### src/rtl/root_hub_stage_sequencer.sv
// Root-hub stage sequencer for the multi-FPGA union-find decoder: runs LOAD/GROW/MERGE,
// aggregates masked child flags, and reports iteration, cycle count, deadlock and cardinality.
module root_hub_stage_sequencer #(
    parameter int unsigned DOWNSTREAM_FIFO_COUNT   = 4,
    parameter int unsigned STATE_SIGNAL_WIDTH      = 2,
    parameter int unsigned ITERATION_COUNTER_WIDTH = 8,
    parameter int unsigned LOAD_CYCLES             = 3,
    parameter int unsigned SYNC_LATENCY            = 2,
    parameter int unsigned QUIET_CYCLES            = 2,
    parameter int unsigned MERGE_TIMEOUT           = 64,
    parameter int unsigned MAX_ITERATIONS          = 8
) (
    input  logic                               clk,
    input  logic                               reset,
    input  logic                               new_round_start,
    input  logic [DOWNSTREAM_FIFO_COUNT-1:0]   channel_enable,
    input  logic [DOWNSTREAM_FIFO_COUNT-1:0]   downstream_has_message_flying,
    input  logic [DOWNSTREAM_FIFO_COUNT-1:0]   downstream_has_odd_clusters,
    output logic [STATE_SIGNAL_WIDTH-1:0]      downstream_state_signal,
    output logic                               upstream_has_message_flying,
    output logic                               busy,
    output logic                               result_valid,
    output logic [ITERATION_COUNTER_WIDTH-1:0] iteration_counter,
    output logic [31:0]                        cycle_counter,
    output logic                               deadlock,
    output logic                               final_cardinality
);

    localparam int unsigned DwellMax = (MERGE_TIMEOUT > SYNC_LATENCY) ? MERGE_TIMEOUT
                                                                      : SYNC_LATENCY;
    localparam int unsigned DW = $clog2(DwellMax + 1);
    localparam int unsigned QW = $clog2(QUIET_CYCLES + 1);
    localparam int unsigned LW = (LOAD_CYCLES > 1) ? $clog2(LOAD_CYCLES) : 1;
    localparam int unsigned IW = ITERATION_COUNTER_WIDTH;

    localparam logic [DW-1:0] SyncVal    = DW'(SYNC_LATENCY);
    localparam logic [DW-1:0] TimeoutVal = DW'(MERGE_TIMEOUT);
    localparam logic [QW-1:0] QuietVal   = QW'(QUIET_CYCLES);
    localparam logic [LW-1:0] LastLoad   = LW'(LOAD_CYCLES - 1);
    localparam logic [IW-1:0] MaxIter    = IW'(MAX_ITERATIONS);

    typedef enum logic [2:0] {StIdle, StLoad, StGrow, StMerge, StResult} state_e;

    state_e        state_q, state_d;
    logic [LW-1:0] load_q, load_d;
    logic [DW-1:0] dwell_q, dwell_d;
    logic [QW-1:0] quiet_q, quiet_d;
    logic [IW-1:0] iter_q, iter_d;
    logic [31:0]   cycle_q, cycle_d;
    logic          dead_q, dead_d;
    logic          card_q, card_d;
    logic          flying_q, odd_q;

    logic          settled;
    logic [QW-1:0] quiet_next;
    logic          merge_done;

    always_ff @(posedge clk or negedge reset) begin
        if (!reset) begin
            state_q  <= StIdle;
            load_q   <= '0;
            dwell_q  <= '0;
            quiet_q  <= '0;
            iter_q   <= '0;
            cycle_q  <= '0;
            dead_q   <= 1'b0;
            card_q   <= 1'b0;
            flying_q <= 1'b0;
            odd_q    <= 1'b0;
        end else begin
            state_q  <= state_d;
            load_q   <= load_d;
            dwell_q  <= dwell_d;
            quiet_q  <= quiet_d;
            iter_q   <= iter_d;
            cycle_q  <= cycle_d;
            dead_q   <= dead_d;
            card_q   <= card_d;
            flying_q <= |(downstream_has_message_flying & channel_enable);
            odd_q    <= |(downstream_has_odd_clusters & channel_enable);
        end
    end

    // Flags are ignored while the link round trip settles after entering MERGE.
    always_comb begin
        settled    = (dwell_q >= SyncVal);
        quiet_next = quiet_q + QW'(1);
        merge_done = settled && !flying_q && (quiet_next == QuietVal);
    end

    always_comb begin
        state_d = state_q;
        load_d  = load_q;
        dwell_d = dwell_q;
        quiet_d = quiet_q;
        iter_d  = iter_q;
        cycle_d = cycle_q;
        dead_d  = dead_q;
        card_d  = card_q;

        if ((state_q == StLoad || state_q == StGrow || state_q == StMerge) &&
            (cycle_q != 32'hFFFF_FFFF)) begin
            cycle_d = cycle_q + 32'd1;
        end

        case (state_q)
            StIdle: begin
                if (new_round_start) begin
                    state_d = StLoad;
                    load_d  = '0;
                    iter_d  = '0;
                    cycle_d = '0;
                    dead_d  = 1'b0;
                    card_d  = 1'b0;
                end
            end
            StLoad: begin
                if (load_q == LastLoad) begin
                    state_d = StGrow;
                end else begin
                    load_d = load_q + LW'(1);
                end
            end
            StGrow: begin
                iter_d  = iter_q + IW'(1);
                dwell_d = '0;
                quiet_d = '0;
                state_d = StMerge;
            end
            StMerge: begin
                dwell_d = dwell_q + DW'(1);
                if (settled) begin
                    quiet_d = flying_q ? '0 : quiet_next;
                end
                // Completion takes priority over a timeout landing on the same cycle.
                if (merge_done) begin
                    if (odd_q && (iter_q < MaxIter)) begin
                        state_d = StGrow;
                    end else begin
                        state_d = StResult;
                        dead_d  = 1'b0;
                        card_d  = odd_q;
                    end
                end else if (dwell_d == TimeoutVal) begin
                    state_d = StResult;
                    dead_d  = 1'b1;
                    card_d  = odd_q;
                end
            end
            StResult: begin
                state_d = StIdle;
            end
            default: begin
                state_d = StIdle;
            end
        endcase
    end

    always_comb begin
        case (state_q)
            StLoad:  downstream_state_signal = STATE_SIGNAL_WIDTH'(1);
            StGrow:  downstream_state_signal = STATE_SIGNAL_WIDTH'(2);
            StMerge: downstream_state_signal = STATE_SIGNAL_WIDTH'(3);
            default: downstream_state_signal = '0;
        endcase
        busy                        = (state_q != StIdle);
        result_valid                = (state_q == StResult);
        upstream_has_message_flying = flying_q;
        iteration_counter           = iter_q;
        cycle_counter               = cycle_q;
        deadlock                    = dead_q;
        final_cardinality           = card_q;
    end

endmodule

### config.mk
export PLATFORM = sky130hd
export DESIGN_NAME = root_hub_stage_sequencer
export DESIGN_NICKNAME = d
export VERILOG_FILES = /design/src/rtl/root_hub_stage_sequencer.sv
export SDC_FILE = /design/constraint.sdc
export NUM_CORES = 1
export LEC_CHECK = 0
export CAP_MARGIN = 20
export CORE_MARGIN = 8
export CORE_UTILIZATION = 50
export DETAILED_ROUTE_END_ITERATION = 16
export GPL_TIMING_DRIVEN = 0
export HOLD_SLACK_MARGIN = 0.03
export PLACE_DENSITY = 0.8
export REMOVE_ABC_BUFFERS = 1
export SLEW_MARGIN = 0
export SYNTH_ARGS = -nofsm -noshare
export SYNTH_HDL_FRONTEND = slang
export SYNTH_SLANG_ARGS = --single-unit
export TNS_END_PERCENT = 1
### constraint.sdc
create_clock -name clk -period 2.9 [get_ports clk]
set_clock_uncertainty 0.1 [all_clocks]
set_input_delay 0.87 -clock clk [delete_from_list [all_inputs] [get_ports clk]]
set_output_delay 0.87 -clock clk [all_outputs]
set_load 0.01 [all_outputs]
==> flow_summary_export.csv, run 1 <==
group,metric,value,unit
hold_path,worstHoldPathType,"input port to async pin",
setup_path,path_buf_inv,2,
sta,min_period,2.74,ns
power,power_frac_seq,38.4,%
setup_path,worstPathMaxFanout,13,
yosys,yosys_warnings,0,
setup_path,startpoint,"state_q[2]",
setup_path,cpPeakStageDelay,0.55,ns
setup_path,start_kind,"flip-flop",
yosys,synthDistinctLibCells,62,
clock_tree,htreeDepth,3,
global_route,busiest_layer,"met2",
floorplan,die_h,98.0,µm
final_layout,drive_gt1_share,13.9,%
global_route,grt_pass1_vias,2918,
final_layout,layout.nets,433,
global_route,grt_start_max_net_pins,40,
floorplan,rows,30,
sta,clock.fmax,0.366,GHz
power,combPwrFrac,35.2,%
setup_path,critPathTopFamily,"buffers and inverters",
global_route,grt_pass1_wl,13500,µm
yosys,ys_seq_area_share,43.2,%
yosys,synthArstFlopShare,100,%
setup_path,arrival,1.77,ns
detailed_routing,vias_per_cell,6.00,
floorplan,dieWidth,98.0,µm
floorplan,coreArea,0.00664,mm²
setup_path,critical_path_class,"flip-flop to primary output",
sta,rsz0062_at_grt,"no",
sta,slew_headroom,32.3,%
yosys,synth-seq-cells,58,
power,p_int,0.00199,W
status,status,"complete, no violations",
setup_path,critical_path.endpoint_type,"primary output",
setup_path,crit_chain,"nand2b_4 -> inv_2 -> clkdlybuf4s50_1",
detailed_routing,drtIter0Drc,123,
sta,hold_viol,0,
global_route,gr-total-overflow,0,
clock_tree,cts_buffers,9,
detailed_routing,ant_nets,0,
global_route,antenna_found_initial,0,
sta,fin_crit_sh,94.3,%
power,ir_drop,0.000451,V
floorplan,dieArea,0.00960,mm²
yosys,netlist_area,0.00336,mm²
detailed_routing,vias,2980,
clock_tree,root_buffer,"clkbuf_8",
setup_path,critPathSlowestCell,"clkdlybuf4s50_1",
yosys,synthCells,353,
power,swShare,36.7,%
floorplan,start_util,50.5,%
final_layout,layout_common_cells,"60 x clkdlybuf4s50_1, 57 x dfrtp_1, 38 x nand2_1, 27 x nor2_1, 20 x nand3_1",
final_layout,final_common_cell,"clkdlybuf4s50_1",
clock_tree,ctsHoldBuffers,0,
power,p_per_area,747,mW/mm²
placement,place_ws,-0.224,ns
power,p_leak,1.75,nW
sta,fin_ws,0.164,ns
detailed_routing,drc_errors,0,
placement,gp_congestion,0.840,
final_layout,antenna_cells,0,
clock_tree,cts_tree,"done",
placement,port-buffer-count,61,
floorplan,io_pins,62,
yosys,synthFlopType,"dfrtp_1",
detailed_routing,wl,8080,µm
final_layout,fin_util,63.4,%
clock_tree,clk_latency,0.34,ns
setup_path,regToRegStartpoint,"cycle_counter[19]",
placement,placedCellCount,480,
clock_tree,clock-sinks,58,
clock_tree,clkTransAtPathRegs,0.07,ns
global_route,use_met2,28.2,%
sta,worstMarginPinSlew,1.01,ns
power,power.switching,0.00115,W
global_route,grt.met1_usage,19.7,%
setup_path,worstPathRequired,1.93,ns
sta,setup_viol,0,
final_layout,area_growth_syn_to_layout,25.4,%
global_route,grt_util_met3,4.91,%
placement,hpwlAfterDp,5740,µm
global_route,grtUsageTotal,17.0,%
clock_tree,max-clock-path-buffers,2,
flow_run,cap_violations,0,
sta,fin_setup_tns,0,ns
yosys,postSynthAreaPerCell,9.51,µm²
final_layout,fin_cells,497,
detailed_routing,dr.pass1.iters,4,
yosys,synth_edf_count,0,
sta,maxSlewViolCount,0,
detailed_routing,wl_per_cell,16.3,µm
power,p_clk_share,26.4,%
## registers in the layout, indices dropped and copies added (netlist names)
| name | cells |
|---|---|
| cycle_counter | 32 |
| iteration_counter | 8 |
| dwell_q | 7 |
| state_q | 3 |
| load_q | 2 |
| quiet_q | 2 |
| deadlock | 1 |
| final_cardinality | 1 |
| odd_q | 1 |
| upstream_has_message_flying | 1 |
## power groups by stage
stage | registers, W | clock network [W] | logic, W
finish | 0.00121 | 0.000831 | 0.00111
CTS | 0.00120 | 0.000848 | 0.00108
global route | 0.00124 | 0.000874 | 0.00124
global placement | 0.00120 | 0 | 0.00102
floorplan | 0.00118 | 0 | 0.000650
detailed placement | 0.00121 | 0 | 0.00107
## routing by layer
layer | vias up | share of wire, %
met1 | 1425 | 42
met5 | - | 0
met3 | 11 | 8.2
li1 | 1437 | -
met4 | 0 | 1.6
met2 | 107 | 48
## per-stage QoR
stage	power [W]	hold WS, ns	instance area [µm²]
after floorplan	0.00183	0.401	3230
after global placement	0.00222	0.392	3940
after detailed placement	0.00228	0.398	3950
after CTS	0.00313	0.382	4180
after global routing	0.00335	0.420	4210
final	0.00315	0.374	4210
## cells by family after synthesis
logic type / share of synthesized area (%)
AO/OA/AOI/OAI: 17.6
flip-flops: 43.2
AND/OR/NAND/NOR: 26.9
adder cells (fa/ha/maj): 2.24
multiplexers: 2.72
XOR/XNOR: 2.61
buffers and inverters: 4.69
## layout make-up
class / instances / area [µm²]
Fill cell: 555 / 2430
Clock inverter: 6 / 80.1
Sequential cell: 58 / 1450
Multi-Input combinational cell: 273 / 1760
Timing Repair Buffer: 63 / 653
Tap cell: 80 / 100
Inverter: 7 / 26.3
Clock buffer: 10 / 138
## final timing paths
kind	slack [ns]	endpoint	depth (start not counted)
setup / recovery	0.16	downstream_state_signal[1]	3
hold / removal	0.37	cycle_counter[26]	1
setup reg to reg	0.29	cycle_counter[1]	5
hold reg to reg	0.40	cycle_counter[6]	1
max in group asynchronous	1.75	state_q[0]	2
min in group clk	0.40	cycle_counter[6]	1
## synthesized netlist by cell type (2+ instances only)
| master | instances | area, µm² |
|---|---|---|
| a211oi_1 | 2 | 15.0 |
| a21o_1 | 2 | 15.0 |
| a21oi_1 | 11 | 55.1 |
| a21oi_2 | 6 | 52.6 |
| a22o_1 | 7 | 61.3 |
| a22oi_1 | 4 | 30.0 |
| a2bb2oi_1 | 2 | 17.5 |
| and2_1 | 3 | 18.8 |
| and3_1 | 8 | 50.1 |
| and3_2 | 2 | 15.0 |
| and4_2 | 3 | 30.0 |
| buf_2 | 2 | 10.0 |
| clkbuf_1 | 8 | 30.0 |
| clkbuf_8 | 2 | 27.5 |
| dfrtp_1 | 58 | 1450 |
| ha_1 | 6 | 75.1 |
| inv_1 | 7 | 26.3 |
| mux2i_1 | 8 | 80.1 |
| nand2_1 | 38 | 143 |
| nand2b_1 | 5 | 31.3 |
| nand3_1 | 20 | 100 |
| nand3b_1 | 2 | 15.0 |
| nand4_1 | 16 | 100 |
| nor2_1 | 27 | 101 |
| nor2b_1 | 3 | 18.8 |
| nor3_1 | 5 | 25.0 |
| nor3b_1 | 2 | 15.0 |
| nor4_1 | 8 | 50.1 |
| o211ai_1 | 2 | 15.0 |
| o21ai_0 | 18 | 90.1 |
| o21ai_2 | 6 | 52.6 |
| o31ai_1 | 9 | 67.6 |
| or2_2 | 3 | 18.8 |
| or3_1 | 3 | 18.8 |
| or3_2 | 6 | 45.0 |
| or4_1 | 3 | 22.5 |
| or4_2 | 2 | 17.5 |
| xnor2_1 | 10 | 87.6 |
## repair_timing
| item | in CTS | in global routing |
|---|---|---|
| gates resized for setup | 3 | 2 |
| endpoints found under the setup margin | 2 | 1 |
| gates cloned | 0 | 0 |
| buffers inserted | 0 | 0 |
Note: power is estimated with default switching activity, not from simulation.
==> run 2, diff against run 1 <==
- ABC_CLOCK_PERIOD_IN_PS: unset -> 2900
==> results of run 2 <==
Same layout as run 1: the final DEF is identical, and so are final timing and power.
==> run 3, diff against run 2 <==
- CTS_CLUSTER_DIAMETER: unset -> 80
==> results of run 3 <==
Same layout as run 1: the final DEF is identical, and so are final timing and power.
